File: src/rtl/mem_access_ctrl_if.sv
// Request/response and data-memory bus of the load/store access controller.
interface mem_access_ctrl_if;
    // Core request channel
    logic        req_valid;
    logic        req_ready;
    logic [5:0]  req_op;
    logic [31:0] req_addr;
    logic [31:0] req_wdata;
    // Core response channel
    logic        resp_valid;
    logic [31:0] resp_rdata;
    logic        resp_err;
    logic [7:0]  err_count;
    // Data memory port (word indexed, one-cycle read latency)
    logic        mem_re;
    logic        mem_we;
    logic [31:0] mem_addr;
    logic [31:0] mem_wdata;
    logic [31:0] mem_rdata;

    // Controller side
    modport slave (
        input  req_valid, req_op, req_addr, req_wdata, mem_rdata,
        output req_ready, resp_valid, resp_rdata, resp_err, err_count,
        output mem_re, mem_we, mem_addr, mem_wdata
    );

    // Core and memory side
    modport master (
        output req_valid, req_op, req_addr, req_wdata, mem_rdata,
        input  req_ready, resp_valid, resp_rdata, resp_err, err_count,
        input  mem_re, mem_we, mem_addr, mem_wdata
    );
endinterface

File: src/rtl/mem_access_ctrl.sv
// MIPS load/store access controller: validates requests, performs word reads,
// word writes and read-modify-write sub-word stores against a 32-bit memory.
module mem_access_ctrl #(
    parameter int unsigned MEM_DEPTH = 32
) (
    input logic              clk,
    input logic              rst,
    mem_access_ctrl_if.slave bus
);

    localparam logic [5:0] OpLb  = 6'b100000;
    localparam logic [5:0] OpLh  = 6'b100001;
    localparam logic [5:0] OpLw  = 6'b100011;
    localparam logic [5:0] OpLbu = 6'b100100;
    localparam logic [5:0] OpLhu = 6'b100101;
    localparam logic [5:0] OpSb  = 6'b101000;
    localparam logic [5:0] OpSh  = 6'b101001;
    localparam logic [5:0] OpSw  = 6'b101011;

    typedef enum logic [2:0] {StIdle, StRd, StRdw, StWr, StResp} state_e;

    state_e      state_q, state_d;
    logic [5:0]  op_q, op_d;
    logic [1:0]  lane_q, lane_d;
    logic [15:0] wdata_q, wdata_d;   // only the sub-word store data is needed later
    logic        resp_valid_q, resp_valid_d;
    logic        resp_err_q, resp_err_d;
    logic [31:0] resp_rdata_q, resp_rdata_d;
    logic [7:0]  err_count_q, err_count_d;
    logic        mem_re_q, mem_re_d;
    logic        mem_we_q, mem_we_d;
    logic [31:0] mem_addr_q, mem_addr_d;
    logic [31:0] mem_wdata_q, mem_wdata_d;

    logic [31:0] word_idx;
    logic        accept;
    logic        reject;
    logic        rmw_store;
    logic [7:0]  rd_byte;
    logic [15:0] rd_half;
    logic [31:0] load_val;
    logic [31:0] merged;

    assign word_idx      = {2'b00, bus.req_addr[31:2]};
    assign bus.req_ready = (state_q == StIdle) && rst;
    assign accept        = bus.req_valid && bus.req_ready;
    assign rmw_store     = (op_q == OpSb) || (op_q == OpSh);

    assign bus.resp_valid = resp_valid_q;
    assign bus.resp_err   = resp_err_q;
    assign bus.resp_rdata = resp_rdata_q;
    assign bus.err_count  = err_count_q;
    assign bus.mem_re     = mem_re_q;
    assign bus.mem_we     = mem_we_q;
    assign bus.mem_addr   = mem_addr_q;
    assign bus.mem_wdata  = mem_wdata_q;

    // Classify the incoming request: unknown opcode, misalignment or out-of-range word.
    always_comb begin
        reject = 1'b0;
        unique case (bus.req_op)
            OpLb, OpLbu, OpSb: reject = 1'b0;
            OpLh, OpLhu, OpSh: reject = bus.req_addr[0];
            OpLw, OpSw:        reject = (bus.req_addr[1:0] != 2'b00);
            default:           reject = 1'b1;
        endcase
        if (word_idx >= MEM_DEPTH) begin
            reject = 1'b1;
        end
    end

    // Little-endian lane extraction and sub-word merge on the returned read word.
    always_comb begin
        unique case (lane_q)
            2'd0:    rd_byte = bus.mem_rdata[7:0];
            2'd1:    rd_byte = bus.mem_rdata[15:8];
            2'd2:    rd_byte = bus.mem_rdata[23:16];
            default: rd_byte = bus.mem_rdata[31:24];
        endcase
        rd_half = lane_q[1] ? bus.mem_rdata[31:16] : bus.mem_rdata[15:0];

        unique case (op_q)
            OpLb:    load_val = {{24{rd_byte[7]}}, rd_byte};
            OpLbu:   load_val = {24'd0, rd_byte};
            OpLh:    load_val = {{16{rd_half[15]}}, rd_half};
            OpLhu:   load_val = {16'd0, rd_half};
            default: load_val = bus.mem_rdata;
        endcase

        merged = bus.mem_rdata;
        if (op_q == OpSb) begin
            unique case (lane_q)
                2'd0:    merged[7:0]   = wdata_q[7:0];
                2'd1:    merged[15:8]  = wdata_q[7:0];
                2'd2:    merged[23:16] = wdata_q[7:0];
                default: merged[31:24] = wdata_q[7:0];
            endcase
        end else if (lane_q[1]) begin
            merged[31:16] = wdata_q;
        end else begin
            merged[15:0] = wdata_q;
        end
    end

    // Next-state and registered-output logic; enables and responses are one-cycle pulses.
    always_comb begin
        state_d      = state_q;
        op_d         = op_q;
        lane_d       = lane_q;
        wdata_d      = wdata_q;
        resp_valid_d = 1'b0;
        resp_err_d   = 1'b0;
        resp_rdata_d = resp_rdata_q;
        err_count_d  = err_count_q;
        mem_re_d     = 1'b0;
        mem_we_d     = 1'b0;
        mem_addr_d   = mem_addr_q;
        mem_wdata_d  = mem_wdata_q;

        unique case (state_q)
            StIdle: begin
                if (accept) begin
                    op_d    = bus.req_op;
                    lane_d  = bus.req_addr[1:0];
                    wdata_d = bus.req_wdata[15:0];
                    if (reject) begin
                        state_d      = StResp;
                        resp_valid_d = 1'b1;
                        resp_err_d   = 1'b1;
                        resp_rdata_d = 32'd0;
                        if (err_count_q != 8'hFF) begin
                            err_count_d = err_count_q + 8'd1;
                        end
                    end else if (bus.req_op == OpSw) begin
                        state_d     = StWr;
                        mem_we_d    = 1'b1;
                        mem_addr_d  = word_idx;
                        mem_wdata_d = bus.req_wdata;
                    end else begin
                        // Loads and sub-word stores both start with a read.
                        state_d    = StRd;
                        mem_re_d   = 1'b1;
                        mem_addr_d = word_idx;
                    end
                end
            end
            StRd: begin
                state_d = StRdw;
            end
            StRdw: begin
                if (rmw_store) begin
                    state_d     = StWr;
                    mem_we_d    = 1'b1;
                    mem_wdata_d = merged;
                end else begin
                    state_d      = StResp;
                    resp_valid_d = 1'b1;
                    resp_rdata_d = load_val;
                end
            end
            StWr: begin
                state_d      = StResp;
                resp_valid_d = 1'b1;
                resp_rdata_d = 32'd0;
            end
            StResp: begin
                state_d = StIdle;
            end
            default: begin
                state_d = StIdle;
            end
        endcase
    end

    // State register with synchronous active-low reset; reset drops any pending write.
    always_ff @(posedge clk) begin
        if (!rst) begin
            state_q      <= StIdle;
            op_q         <= 6'd0;
            lane_q       <= 2'd0;
            wdata_q      <= 16'd0;
            resp_valid_q <= 1'b0;
            resp_err_q   <= 1'b0;
            resp_rdata_q <= 32'd0;
            err_count_q  <= 8'd0;
            mem_re_q     <= 1'b0;
            mem_we_q     <= 1'b0;
            mem_addr_q   <= 32'd0;
            mem_wdata_q  <= 32'd0;
        end else begin
            state_q      <= state_d;
            op_q         <= op_d;
            lane_q       <= lane_d;
            wdata_q      <= wdata_d;
            resp_valid_q <= resp_valid_d;
            resp_err_q   <= resp_err_d;
            resp_rdata_q <= resp_rdata_d;
            err_count_q  <= err_count_d;
            mem_re_q     <= mem_re_d;
            mem_we_q     <= mem_we_d;
            mem_addr_q   <= mem_addr_d;
            mem_wdata_q  <= mem_wdata_d;
        end
    end

endmodule

File: src/flat_wrapper.sv
// flat-port wrapper written by rule: the top's interface ports become plain ports
module mem_access_ctrl_flat 
#(
    parameter int unsigned MEM_DEPTH = 32
)
  (clk, rst, bus_req_valid, bus_req_op, bus_req_addr, bus_req_wdata, bus_mem_rdata, bus_req_ready, bus_resp_valid, bus_resp_rdata, bus_resp_err, bus_err_count, bus_mem_re, bus_mem_we, bus_mem_addr, bus_mem_wdata);
  mem_access_ctrl_if bus_i ();
  input logic clk;
  input logic rst;
  input wire logic [$bits(bus_i.req_valid)-1:0] bus_req_valid;
  input wire logic [$bits(bus_i.req_op)-1:0] bus_req_op;
  input wire logic [$bits(bus_i.req_addr)-1:0] bus_req_addr;
  input wire logic [$bits(bus_i.req_wdata)-1:0] bus_req_wdata;
  input wire logic [$bits(bus_i.mem_rdata)-1:0] bus_mem_rdata;
  output wire logic [$bits(bus_i.req_ready)-1:0] bus_req_ready;
  output wire logic [$bits(bus_i.resp_valid)-1:0] bus_resp_valid;
  output wire logic [$bits(bus_i.resp_rdata)-1:0] bus_resp_rdata;
  output wire logic [$bits(bus_i.resp_err)-1:0] bus_resp_err;
  output wire logic [$bits(bus_i.err_count)-1:0] bus_err_count;
  output wire logic [$bits(bus_i.mem_re)-1:0] bus_mem_re;
  output wire logic [$bits(bus_i.mem_we)-1:0] bus_mem_we;
  output wire logic [$bits(bus_i.mem_addr)-1:0] bus_mem_addr;
  output wire logic [$bits(bus_i.mem_wdata)-1:0] bus_mem_wdata;
  assign bus_i.req_valid = bus_req_valid;
  assign bus_i.req_op = bus_req_op;
  assign bus_i.req_addr = bus_req_addr;
  assign bus_i.req_wdata = bus_req_wdata;
  assign bus_i.mem_rdata = bus_mem_rdata;
  assign bus_req_ready = bus_i.req_ready;
  assign bus_resp_valid = bus_i.resp_valid;
  assign bus_resp_rdata = bus_i.resp_rdata;
  assign bus_resp_err = bus_i.resp_err;
  assign bus_err_count = bus_i.err_count;
  assign bus_mem_re = bus_i.mem_re;
  assign bus_mem_we = bus_i.mem_we;
  assign bus_mem_addr = bus_i.mem_addr;
  assign bus_mem_wdata = bus_i.mem_wdata;
  mem_access_ctrl #(.MEM_DEPTH(MEM_DEPTH)) u_core (.clk(clk), .rst(rst), .bus(bus_i));
endmodule
File: config.mk
export PLATFORM = sky130hd
export DESIGN_NAME = mem_access_ctrl_flat
export DESIGN_NICKNAME = d
export VERILOG_FILES = /design/src/rtl/mem_access_ctrl_if.sv /design/src/rtl/mem_access_ctrl.sv /design/src/flat_wrapper.sv
export SDC_FILE = /design/constraint.sdc
export NUM_CORES = 1
export LEC_CHECK = 0
export BUFFER_PORTS_ARGS = -buffer_cell sky130_fd_sc_hd__buf_4
export CAP_MARGIN = 30
export CORE_MARGIN = 3
export CORE_UTILIZATION = 40
export DETAILED_ROUTE_END_ITERATION = 7
export PLACE_DENSITY = 0.66
export REMOVE_ABC_BUFFERS = 1
export SYNTH_ARGS = -nofsm -noshare
export SYNTH_HDL_FRONTEND = slang
export SYNTH_SLANG_ARGS = --single-unit
export TNS_END_PERCENT = 10
File: constraint.sdc
create_clock -name clk -period 2.9 [get_ports clk]
set_input_delay 0.145 -clock clk [delete_from_list [all_inputs] [get_ports clk]]
set_output_delay 0.145 -clock clk [all_outputs]
set_load 0.01 [all_outputs]
; ---- Yosys cells after proc, flatten, opt, wreduce, memory -nomap -nowiden
; Index checks and enable logic that the tools add are counted.
[word_totals]
out_inout_bits = 109
word_cells = 99
in_bits = 105
regBits = 133
[classes]
bitwise = 4
eq_ne = 26
n_reduce_logical = 19
magnitude_cmp = 1
n_addsub = 1
muxes = 36
[ops]
columns = op, n
row1 = 32-bit two-way mux, 8
row2 = 32-bit case mux with 4 select lines, 1
row3 = 32-bit case mux with 3 select lines, 1
row4 = "6-bit == test, second input constant", 14
row5 = 32-bit case mux with 2 select lines, 1
row6 = 16-bit two-way mux, 3
row7 = 8-bit two-way mux, 4
row8 = "30-bit by 6-bit greater-or-equal comparator with 1-bit output, second input constant", 1
row9 = 8-bit case mux with 3 select lines, 1
row10 = 3-bit case mux with 4 select lines, 1
row11 = 1-bit two-way mux, 9
row12 = 3-bit two-way mux, 3
row13 = 3-bit OR reduction, 3
row14 = "8-bit by 1-bit adder with 8-bit output, second input constant", 1
row15 = "8-bit inequality test, second input constant", 1
row16 = 4-bit AND reduction, 2
row17 = "3-bit by 2-bit == test with 1-bit output, second input constant", 2
row18 = "2-bit by 1-bit inequality test with 1-bit output, second input constant", 3
row19 = "2-bit inequality test, second input constant", 3
row20 = 1-bit case mux with 3 select lines, 2
row21 = 5-bit AND reduction, 1
row22 = 1-bit inverter, 4
row23 = 2-bit AND reduction, 2
row24 = 2-bit nonzero test, 2
row25 = other kinds (13), 14

; ---- Logic depth before layout (Yosys ltp)
; Gate-level depths: netlist of run 1.
[depth]
depth_word = 7
ltp_mapped = 8
mapped_depth_nobuf = 6

; ---- Worst setup path after synthesis of run 1
; OpenSTA, ideal clock, no wires.
[synth_path]
kind = reg-to-reg
startpoint = register u_core.lane_q[0]
endpoint = register u_core.resp_rdata_q[22] (netlist: u_core.bus.resp_rdata[22])
setup_ps = 142
required_ps = 2758
period_less_slack_ps = 2009
slack_ps = 891
n_path_buf = 2
arrival_time_ps = 1868
path_stages_with_launch = 8
path_cell_list = dfxtp_1 > buf_2 > mux4_2 > a21boi_2 > a21boi_1 > clkbuf_1 > o21ai_0 > mux2i_1
[synth_via]
elab_chain_len = 5
elab_cells_between_ends = 7
cone_classes = 2 x eq/ne / 4 x mux / 1 x reduce/logical
[synth_lines]
columns = element, line_no
row1 = "start, declared", mem_access_ctrl.sv:24  ; logic [1:0] lane_q, lane_d;
row2 = "start signal, assigned", mem_access_ctrl.sv:193  ; lane_q <= lane_d;
row3 = "2-bit == test, or another cell as far along", mem_access_ctrl.sv:74  ; unique case (lane_q)
row4 = 8-bit case mux with 3 select lines *, mem_access_ctrl.sv:74
row5 = 32-bit case mux with 4 select lines *, mem_access_ctrl.sv:82  ; unique case (op_q)
row6 = 32-bit two-way mux *, mem_access_ctrl.sv:151  ; if (rmw_store) begin
row7 = 32-bit case mux with 3 select lines *, mem_access_ctrl.sv:120  ; unique case (state_q)
row8 = "end signal, assigned", mem_access_ctrl.sv:197  ; resp_rdata_q <= resp_rdata_d;
row9 = "end, declared", mem_access_ctrl.sv:28  ; logic [31:0] resp_rdata_q, resp_rdata_d;
; Every way passes the cells marked *; elsewhere a longest branch is shown, timed or not. The select of a mux whose other input is x is not followed.
; A chain may end at the register's enable or synchronous reset.

; ---- Worst setup path after layout of run 1
[layout_path]
startpoint = input port bus_req_op[4]
endpoint = register u_core.resp_valid_q (netlist: u_core.bus.resp_valid)
[layout_via]
elab_chain_len = 7
elab_cells_between_ends = 16
cone_classes = 8 x eq/ne / 5 x mux / 3 x reduce/logical
[layout_lines]
columns = element, line_no
row1 = "start, declared", flat_wrapper.sv:11  ; input wire logic [$bits(bus_i.req_op)-1:0] bus_req_op;
row2 = 6-bit == test, mem_access_ctrl.sv:61  ; unique case (bus.req_op)
row3 = 3-bit OR reduction / 2-bit OR reduction (equally long branches), mem_access_ctrl.sv:61
row4 = 1-bit case mux with 3 select lines *, mem_access_ctrl.sv:61
row5 = 1-bit two-way mux *, mem_access_ctrl.sv:67  ; if (word_idx >= MEM_DEPTH) begin
row6 = 1-bit two-way mux *, mem_access_ctrl.sv:126  ; if (reject) begin
row7 = 1-bit two-way mux *, mem_access_ctrl.sv:122  ; if (accept) begin
row8 = 1-bit case mux with 3 select lines *, mem_access_ctrl.sv:120
row9 = "end signal, assigned", mem_access_ctrl.sv:195  ; resp_valid_q <= resp_valid_d;
row10 = "end, declared", mem_access_ctrl.sv:26  ; logic resp_valid_q, resp_valid_d;
; Every way passes the cells marked *; elsewhere a longest branch is shown, timed or not.

==> run metrics, run 1 <==
Min Hold Slack 0.0354 ns; CTS tree yes; EDFF count, synth 0; Avg Inst Size Synth 8.89 sq um; status complete, no violations; Worst Setup SP bus_req_op[4]; Residual DRC 0; Hold Violations, Final 0; Final Setup Violations 0; reg2reg end u_core.bus.resp_rdata[24]; Final WS setup 0.563 ns; core footprint 15,500 sq um; worst path required time 3.21 ns; DIE AREA 17,700 sq um; Netlist cell types 55; Max-Cap Viols 0; H-tree depth 4; Max transition margin 47.2%; cts bufs inserted 17; ant diodes 0; Tightest Pin Transition 0.792 ns; DIE WIDTH 133 um; HP Class in -> reg; clk slew on worst S/H paths 0.06 ns; GRT Util Overall 23.2%; GR Layer Usage met1 32.2%; initial antenna violation count 0; row cnt 45; Cell Area, Synth 6470 sq um; pre-CTS WS 0.654 ns; Worst Skew 0.00617 ns; commonest non-fill, non-tap cell in the layout buf_4; vias in the first global route 5,947; Synth Warn # 0; Final period util 80.6%; Placer Congestion 0.829; WL/cell 17.9 um; Area growth syn-to-layout 41.4%; CTS max path bufs 2; Cells on Worst Hold Path 3; Root Buffer clkbuf_16; GR Layer Usage met2 35.6%; Final Non-Filler Cells 1,173; crit path max fanout 34; R2R setup slack 0.74 ns; CTS sink cnt 133; Pleak 3.96 nW; First-pass DRT Iterations 5; grt total ovfl 0; most frequent cells in the layout buf_4 (234), dfxtp_1 (133), nand2_1 (122); global-route wire length before repair 32,800 um; Port Buffers 211; WS Path Type in -> reg; Max Slew Vio Count 0; post-route ant nets 0; Power per Cell Area 505 nW/um^2; DR vias 6,220; Synth Register Bits 133; M3 GR Usage 5.06%; Die H 133 um; fmax 0.428 GHz; # IOs 214; sequential fraction of the synthesis area 41.2%; Post-synth top flop dfxtp_1; Initial DRC Count 450; Design Area, Final 9140 sq um; CP endpoint kind flip-flop; Post-synth ARST share 0%; Worst R2R Start u_core.lane_q[0]; unrepaired setup endpoints after global routing false; final wirelength 21,000 um; post-cts resize count 0; worst path arrival time 2.65 ns; Mapped Cells 727; DPL Wire Length 14,900 um; Initial Utilization 41.8%; most used routing layer met2; worst setup path endpoint u_core.bus.resp_valid; Critical Path Source Type input pin; Inst Count DP 1,113; DP Area 8260 sq um; nets@finish 1,055; worst skew pair latency 0.42 ns; layout cells sized above 1 30.9%; post-layout min period 2.34 ns; worst vdd ir 417 uV; largest net degree at the start of global routing 75; reg2reg path depth 6; Vias/cell 5.30
==> layer usage <==
metal  vias to the layer above  share of wire [%]
met4                         0                2.4
li1                       3086                  -
met1                      2886                 46
met5                         -                  0
met3                        36                5.5
met2                       212                 46
==> worst min-delay path by stage <==
stage / startpoint / to / slack [ns]
2_1_floorplan: bus_req_addr[0] / u_core.lane_q[0] / 0.24
3_3_place_gp: bus_req_wdata[8] / u_core.wdata_q[8] / 0.34
3_5_place_dp: bus_req_wdata[8] / u_core.wdata_q[8] / 0.35
4_1_cts: bus_req_op[0] / u_core.op_q[0] / 0.02
5_1_grt: bus_req_op[0] / u_core.op_q[0] / 0.04
6_report: bus_req_op[0] / u_core.op_q[0] / 0.04
==> sequential cells by signal, summed over array words and instances, names as in the netlist <==
register,flops
u_core.bus.err_count,8
u_core.bus.mem_re,1
u_core.bus.mem_addr,30
u_core.state_q,3
u_core.op_q,6
u_core.bus.resp_valid,1
u_core.lane_q,2
u_core.bus.mem_wdata,32
u_core.bus.resp_err,1
u_core.wdata_q,16
u_core.bus.mem_we,1
u_core.bus.resp_rdata,32
==> cells by family (layout without fill, tap and decap cells) <==
logic type	count (synthesis)	in the layout	share of synthesized area (%)
fa+ha+maj	1	1	0.193
compound gates	167	167	18.0
mux	86	86	15.0
buf+inv	75	309	4.91
simple gates	264	264	20.6
flops	133	133	41.2
other cells	1	2	0.0580
==> where the power goes <==
group	switching [mW]	internal [mW]	leakage, nW
Combinational	0.275	0.250	2.59
Clock	0.846	1.35	0.290
Sequential	0.0286	1.86	1.08
==> cell usage after synthesis, types with 12 or more instances <==
cell	count	area share [%]
nor3_1	19	1.5
a211o_1	16	2.2
o21ai_0	59	4.6
nand3_1	21	1.6
o221ai_1	24	3.3
clkbuf_1	50	2.9
o31ai_1	12	1.4
nor2_1	13	0.75
nand2_1	123	7.1
mux2i_1	70	11
dfxtp_1	133	41
a21oi_1	16	1.2
and2_1	44	4.3
inv_1	13	0.75
==> critical path, stage by stage <==
cell,delay [ns]
dlygate4sd3_1,0.55
buf_4,0.15
nor4b_1,0.28
nand4_1,0.34
o31ai_2,0.29
buf_4,0.24
nand2_2,0.05
buf_4,0.31
and3_1,0.28
==> cell type report <==
| class | instances | area [sq um] |
|---|---|---|
| Tap cell | 211 | 264 |
| Timing Repair Buffer | 263 | 2050 |
| Fill cell | 1379 | 6340 |
| Sequential cell | 133 | 2660 |
| Inverter | 14 | 52.6 |
| Clock buffer | 17 | 425 |
| Clock inverter | 15 | 180 |
| Multi-Input combinational cell | 520 | 3510 |
==> metrics by stage <==
stage | setup TNS, ns | utilization [%] | power, mW
final | 0 | 59.0 | 4.61
after global routing | 0 | 59.0 | 4.77
after CTS | 0 | 59.0 | 4.65
after detailed placement | 0 | 53.3 | 2.41
after global placement | 0 | 53.3 | 2.41
after floorplan | -63.50 | - | 2.14
==> what timing repair did <==
item                                   4_1_cts  5_1_grt
hold buffers                                28        0
setup buffers                                0        0
endpoints found under the hold margin       28        0
(Power assumes the default switching activity.)
==> run 2: changes to the inputs <==
Settings changed: PLACE_DENSITY 0.66 to 0.68.
Clock period 2.9 ns to 1.95 ns, I/O delays scaled along.
==> run metrics, run 2 (synthesized netlist as in run 1, its figures left out) <==
Power per Cell Area 692 nW/um^2 (+37%); nets@finish 1,071 (+1.5%); fill cell count 1,386 (+0.51%); cts bufs inserted 17 (unchanged); Gate power share 12.6% (+1.2 points); post-layout min period 1.88 ns; cell family with most CP delay simple AND/OR/NAND/NOR gates; Max-Cap Viols 0 (unchanged); DIE AREA 17,700 sq um (unchanged); row cnt 45 (unchanged); Initial DRC Count 485 (+7.8%); CTS max path bufs 2 (unchanged); Vias/cell 5.37 (+1.3%); Final Setup Violations 0 (unchanged); final wirelength 21,300 um (+1.7%); CP Cell Sequence buf_4 > or3_4 > a41o_1 > or4_1 > a21oi_1; post-route ant nets 0 (unchanged); switching share of total power 24.4% (-0.50 points); HP Class in -> reg; Tightest Pin Transition 0.645 ns (-0.147 ns); Pleak 4.09 nW (+3.4%); Flop pwr share 43.3% (+2.4 points); Inst Count DP 1,128 (+1.3%); unrepaired setup endpoints after global routing false; Max stage delay on crit path 0.49 ns (-0.06 ns); Power, Total 6.47 mW (+40%); clk slew on worst S/H paths 0.06 ns (about the same); Worst Skew 0.00960 ns (+0.00343 ns); Max Slew Vio Count 0 (unchanged); Clock power frac 44.1% (-3.6 points); Initial Utilization 41.8% (unchanged); slowest CP cell or4_1; GRT Util Overall 23.1% (-0.12 points); initial antenna violation count 0 (unchanged); core footprint 15,500 sq um (unchanged); WP buf/inv 1 (-3); Root Buffer clkbuf_16; crit path max fanout 8 (-76%); vias in the first global route 5,959 (+0.20%); DR vias 6,374 (+2.5%); layout cells sized above 1 32.2% (+1.3 points); CTS tree yes; most frequent cells in the layout buf_4 (239), dfxtp_1 (132), nand2_1 (121); Area growth syn-to-layout 44.6%; Critical Path Source Type flip-flop; worst vdd ir 625 uV (+50%); worst path required time 2.30 ns (-0.91 ns); Final Non-Filler Cells 1,187 (+1.2%); grt total ovfl 0 (unchanged); Die H 133 um (unchanged); Final period util 96.3%; Internal Pwr Total 4.89 mW (+41%); ant diodes 0 (unchanged); R2R setup slack 0.07 ns (-0.67 ns); CTS sink cnt 133 (unchanged); H-tree depth 4 (unchanged); DIE WIDTH 133 um (unchanged); NetSw 1.58 mW (+37%); global-route wire length before repair 32,800 um (about the same); First-pass DRT Iterations 5 (unchanged); Placer Congestion 0.843 (+1.7%); # IOs 214 (unchanged); TNS Setup 0 ns (unchanged); Hold Violations, Final 0 (unchanged); Max transition margin 56.8% (+9.6 points); largest net degree at the start of global routing 116 (+55%); Residual DRC 0 (unchanged); worst path arrival time 2.23 ns (-0.42 ns); Port Buffers 211 (unchanged); CP endpoint kind flip-flop; commonest non-fill, non-tap cell in the layout buf_4; worst skew pair latency 0.42 ns (about the same); DPL Wire Length 14,800 um (-0.45%); fmax 0.533 GHz; Post-Route Utilization 60.4% (+1.3 points); status complete, no violations; WS Path Type reg -> reg; WL/cell 18.0 um (+0.53%)
==> run 2: cell types whose count changed in the layout (fill, tap and decap cells not counted), moves of 4 or more <==
cell / before / now
buf_4: 234 / 239
buf_12: 0 / 5
clkinv_4: 4 / 0
clkbuf_1: 0 / 4
clkbuf_8: 0 / 4
==> run 2: what timing repair did <==
action                                  CTS  global route
setup buffers                             0             3
hold buffers                             29             0
hold endpoints to repair                 29             0
resized for setup                         0            17
endpoints found under the setup margin    0            96
==> run 2: metrics by stage <==
stage | cell area (sq um) | hold WS (ns) | worst slack, ns
finish | 9350 | 0.0182 | 0.0730
global route | 9350 | 0.0376 | 0.00339
CTS | 9230 | 0.0145 | 0.00926
floorplan | 6200 | 0.196 | -2.57
global placement | 8400 | 0.300 | -0.179
detailed placement | 8420 | 0.300 | 0.0523
==> run 2: layer usage <==
metal | wire length, um | vias to the layer above | global-route usage [%]
met5 | 0 | - | 0
met4 | 567 | 0 | 9.43
met1 | 9640 | 3015 | 31.3
li1 | - | 3108 | -
met3 | 1090 | 36 | 4.42
met2 | 10000 | 215 | 36.3
==> run 2: path summary, 6_finish.rpt <==
| path | start | end | cells after the start |
|---|---|---|---|
| worst max-delay path | u_core.state_q[0] | u_core.bus.err_count[3] | 5 |
| worst min-delay path | bus_mem_rdata[19] | u_core.bus.resp_rdata[19] | 3 |
| worst max register to register | u_core.state_q[0] | u_core.bus.err_count[3] | 5 |
| worst min register to register | u_core.wdata_q[13] | u_core.wdata_q[13] | 2 |
==> run 2: worst reg2reg max path, cell delays in order (launching register included) <==
cell and delay, ns:
dfxtp_2 0.33, buf_4 0.16, or3_4 0.39, a41o_1 0.31, or4_1 0.49, a21oi_1 0.15
==> run 2: cell type report <==
cell class / count / area (sq um) / share of cell area [%]
multi-input combinational: 520 / 3560 / 38.1
sequential: 133 / 2660 / 28.5
timing repair buffer: 279 / 2290 / 24.5
clock buffer: 25 / 495 / 5.30
tap: 211 / 264 / 2.82
inverter: 14 / 52.6 / 0.562
clock inverter: 5 / 25.0 / 0.268
==> run 2: power groups by stage <==
stage / clock network, mW / registers (mW) / logic, mW
floorplan: 0 / 2.87 / 0.314
global placement: 0 / 2.85 / 0.742
detailed placement: 0 / 2.85 / 0.750
CTS: 2.89 / 2.80 / 0.801
global route: 3.03 / 2.80 / 0.879
finish: 2.86 / 2.80 / 0.815
==> run 3: changes to the inputs <==
Settings changed: CTS_BUF_LIST set to sky130_fd_sc_hd__clkbuf_4, HOLD_SLACK_MARGIN set to 0.15.
==> run metrics, run 3 (synthesized netlist as in run 1, its figures left out) <==
CP endpoint kind flip-flop; Final Setup Violations 0 (unchanged); Vias/cell 5.33 (-0.66%); Critical Path Source Type input pin; pre-CTS WS 0.0523 ns (unchanged); Placer Congestion 0.843 (unchanged); status complete, no violations; CTS max path bufs 2 (unchanged); WL/cell 17.6 um (-2.0%); Max stage delay on crit path 0.58 ns (+0.09 ns); post-layout min period 1.91 ns (+0.0288 ns); Max Slew Vio Count 0 (unchanged); Internal Pwr Total 3.75 mW (-23%); CTS sink cnt 133 (unchanged); global-route wire length before repair 34,600 um (+5.4%); layout cells sized above 1 30.3% (-1.8 points); clk slew on worst S/H paths 0.10 ns (+0.04 ns); crit path max fanout 5 (-3); Max-Cap Viols 0 (unchanged); unrepaired setup endpoints after global routing true; Initial DRC Count 427 (-12%); final wirelength 22,000 um (+3.2%); Post-Route Utilization 61.9% (+1.6 points); Seq. cell area 2670 sq um (about the same); grt total ovfl 0 (unchanged); nets@finish 1,133 (+5.8%); largest net degree at the start of global routing 116 (unchanged); Clock power frac 28.4% (-16 points); R2R setup slack 0.07 ns (about the same); NetSw 1.45 mW (-8.4%); switching share of total power 27.8% (+3.4 points); worst skew pair latency 0.55 ns (+0.13 ns); fmax 0.525 GHz (-1.5%); worst path required time 2.39 ns (+0.09 ns); Final WS setup 0.0442 ns (-0.0288 ns); Final period util 97.7% (+1.5 points); Gate power share 17.9% (+5.3 points); # IOs 214 (unchanged); GRT Util Overall 24.4% (+1.3 points); CTS tree yes; First-pass DRT Iterations 7 (+2); Flop pwr share 53.7% (+10 points); initial antenna violation count 1 (+1); Worst Skew 0.0173 ns (+0.00773 ns); HP Class in -> reg; Power per Cell Area 542 nW/um^2 (-22%); Root Buffer clkbuf_4; post-route ant nets 0 (unchanged); most frequent cells in the layout buf_4 (244), dfxtp_1 (131), nand2_1 (122); Pleak 4.18 nW (+2.1%); Tightest Pin Transition 0.594 ns (-0.0508 ns); slowest CP cell dlygate4sd3_1; Final Non-Filler Cells 1,250 (+5.3%); Initial Utilization 41.8% (unchanged); Residual DRC 0 (unchanged); CP Cell Sequence dlygate4sd3_1 > buf_6 > nor4_4 > nand4_1 > buf_4 > nor4_4 > buf_4 > buf_4 > mux2i_1 > nor2_1; Worst path most repeated cell buf_4; H-tree depth 4 (unchanged); cts bufs inserted 17 (unchanged); DIE AREA 17,700 sq um (unchanged); worst path arrival time 2.34 ns (+0.11 ns); DIE WIDTH 133 um (unchanged); Area growth syn-to-layout 48.3%; row cnt 45 (unchanged); fill cell count 1,347 (-2.8%); Port Buffers 211 (unchanged); WS Path Type in -> reg; vias in the first global route 6,356 (+6.7%); commonest non-fill, non-tap cell in the layout buf_4; Inst Count DP 1,128 (unchanged); worst vdd ir 327 uV (-48%); Multi-input gate area 3560 sq um (about the same); Die H 133 um (unchanged); Max transition margin 60.2% (+3.4 points); Hold Violations, Final 0 (unchanged); DPL Wire Length 14,800 um (unchanged); DR vias 6,668 (+4.6%); core footprint 15,500 sq um (unchanged)
[run 3: cell types whose count changed in the layout (fill, tap and decap cells not counted), moves of 2 or more]
cell	delta
clkbuf_8	-4
clkbuf_16	-19
dlygate4sd3_1	+63
clkbuf_4	+21
dlymetal6s4s_1	-2
buf_4	+5
clkinv_1	+4
clkbuf_1	-4
[run 3: final timing paths]
path                           start  depth (start not counted)                       to
hold / removal      bus_req_addr[23]                          6        u_core.state_q[0]
setup / recovery    bus_req_addr[14]                         10   u_core.bus.mem_addr[3]
hold reg to reg   u_core.wdata_q[13]                          2       u_core.wdata_q[13]
setup reg to reg   u_core.state_q[2]                          5  u_core.bus.err_count[3]
[run 3: what timing repair did]
item                                    in CTS  in global routing
cloned                                       0                  0
hold endpoints to repair                   107                  0
gates resized for setup                      2                 12
hold buffers                                90                  0
pin swaps                                    0                  4
buffers inserted                             0                  1
endpoints found under the setup margin       1                102
[run 3: power groups by stage]
stage	Clock [mW]	Combinational (mW)	Sequential [mW]
floorplan	0	0.314	2.87
global placement	0	0.742	2.85
detailed placement	0	0.750	2.85
CTS	1.52	0.902	2.79
global route	1.63	0.999	2.80
finish	1.48	0.930	2.79
[run 3: layout make-up]
| class | instances | share of cell area [%] |
|---|---|---|
| Multi-Input combinational cell | 520 | 37.1 |
| Timing Repair Buffer | 341 | 29.7 |
| Sequential cell | 133 | 27.8 |
| Tap cell | 211 | 2.75 |
| Clock buffer | 21 | 1.64 |
| Inverter | 14 | 0.548 |
| Clock inverter | 9 | 0.417 |
| Antenna cell | 1 | 0.0261 |
[run 3: through the flow]
step / hold slack, ns / setup TNS (ns) / total power [mW] / instance area (sq um)
2_1_floorplan: 0.196 / -132.71 / 3.18 / 6200
3_3_place_gp: 0.300 / -2.60 / 3.59 / 8400
3_5_place_dp: 0.300 / 0 / 3.60 / 8420
4_1_cts: 0.166 / 0 / 5.22 / 9520
5_1_grt: 0.198 / -0.347 / 5.43 / 9590
6_report: 0.212 / 0 / 5.20 / 9590
[run 3: worst max-delay path: cells and delay by family]
family | cells | cell delay (ns)
buf+inv | 5 | 1.27
mux | 1 | 0.20
simple gates | 4 | 0.78
[run 3: metal layers]
layer | up-vias | track usage, % | routed length (um)
met5 | - | 0 | 0
met4 | 0 | 11.8 | 803
met3 | 54 | 4.98 | 1180
met2 | 229 | 38.5 | 10400
met1 | 3152 | 32.0 | 9670
li1 | 3233 | - | -
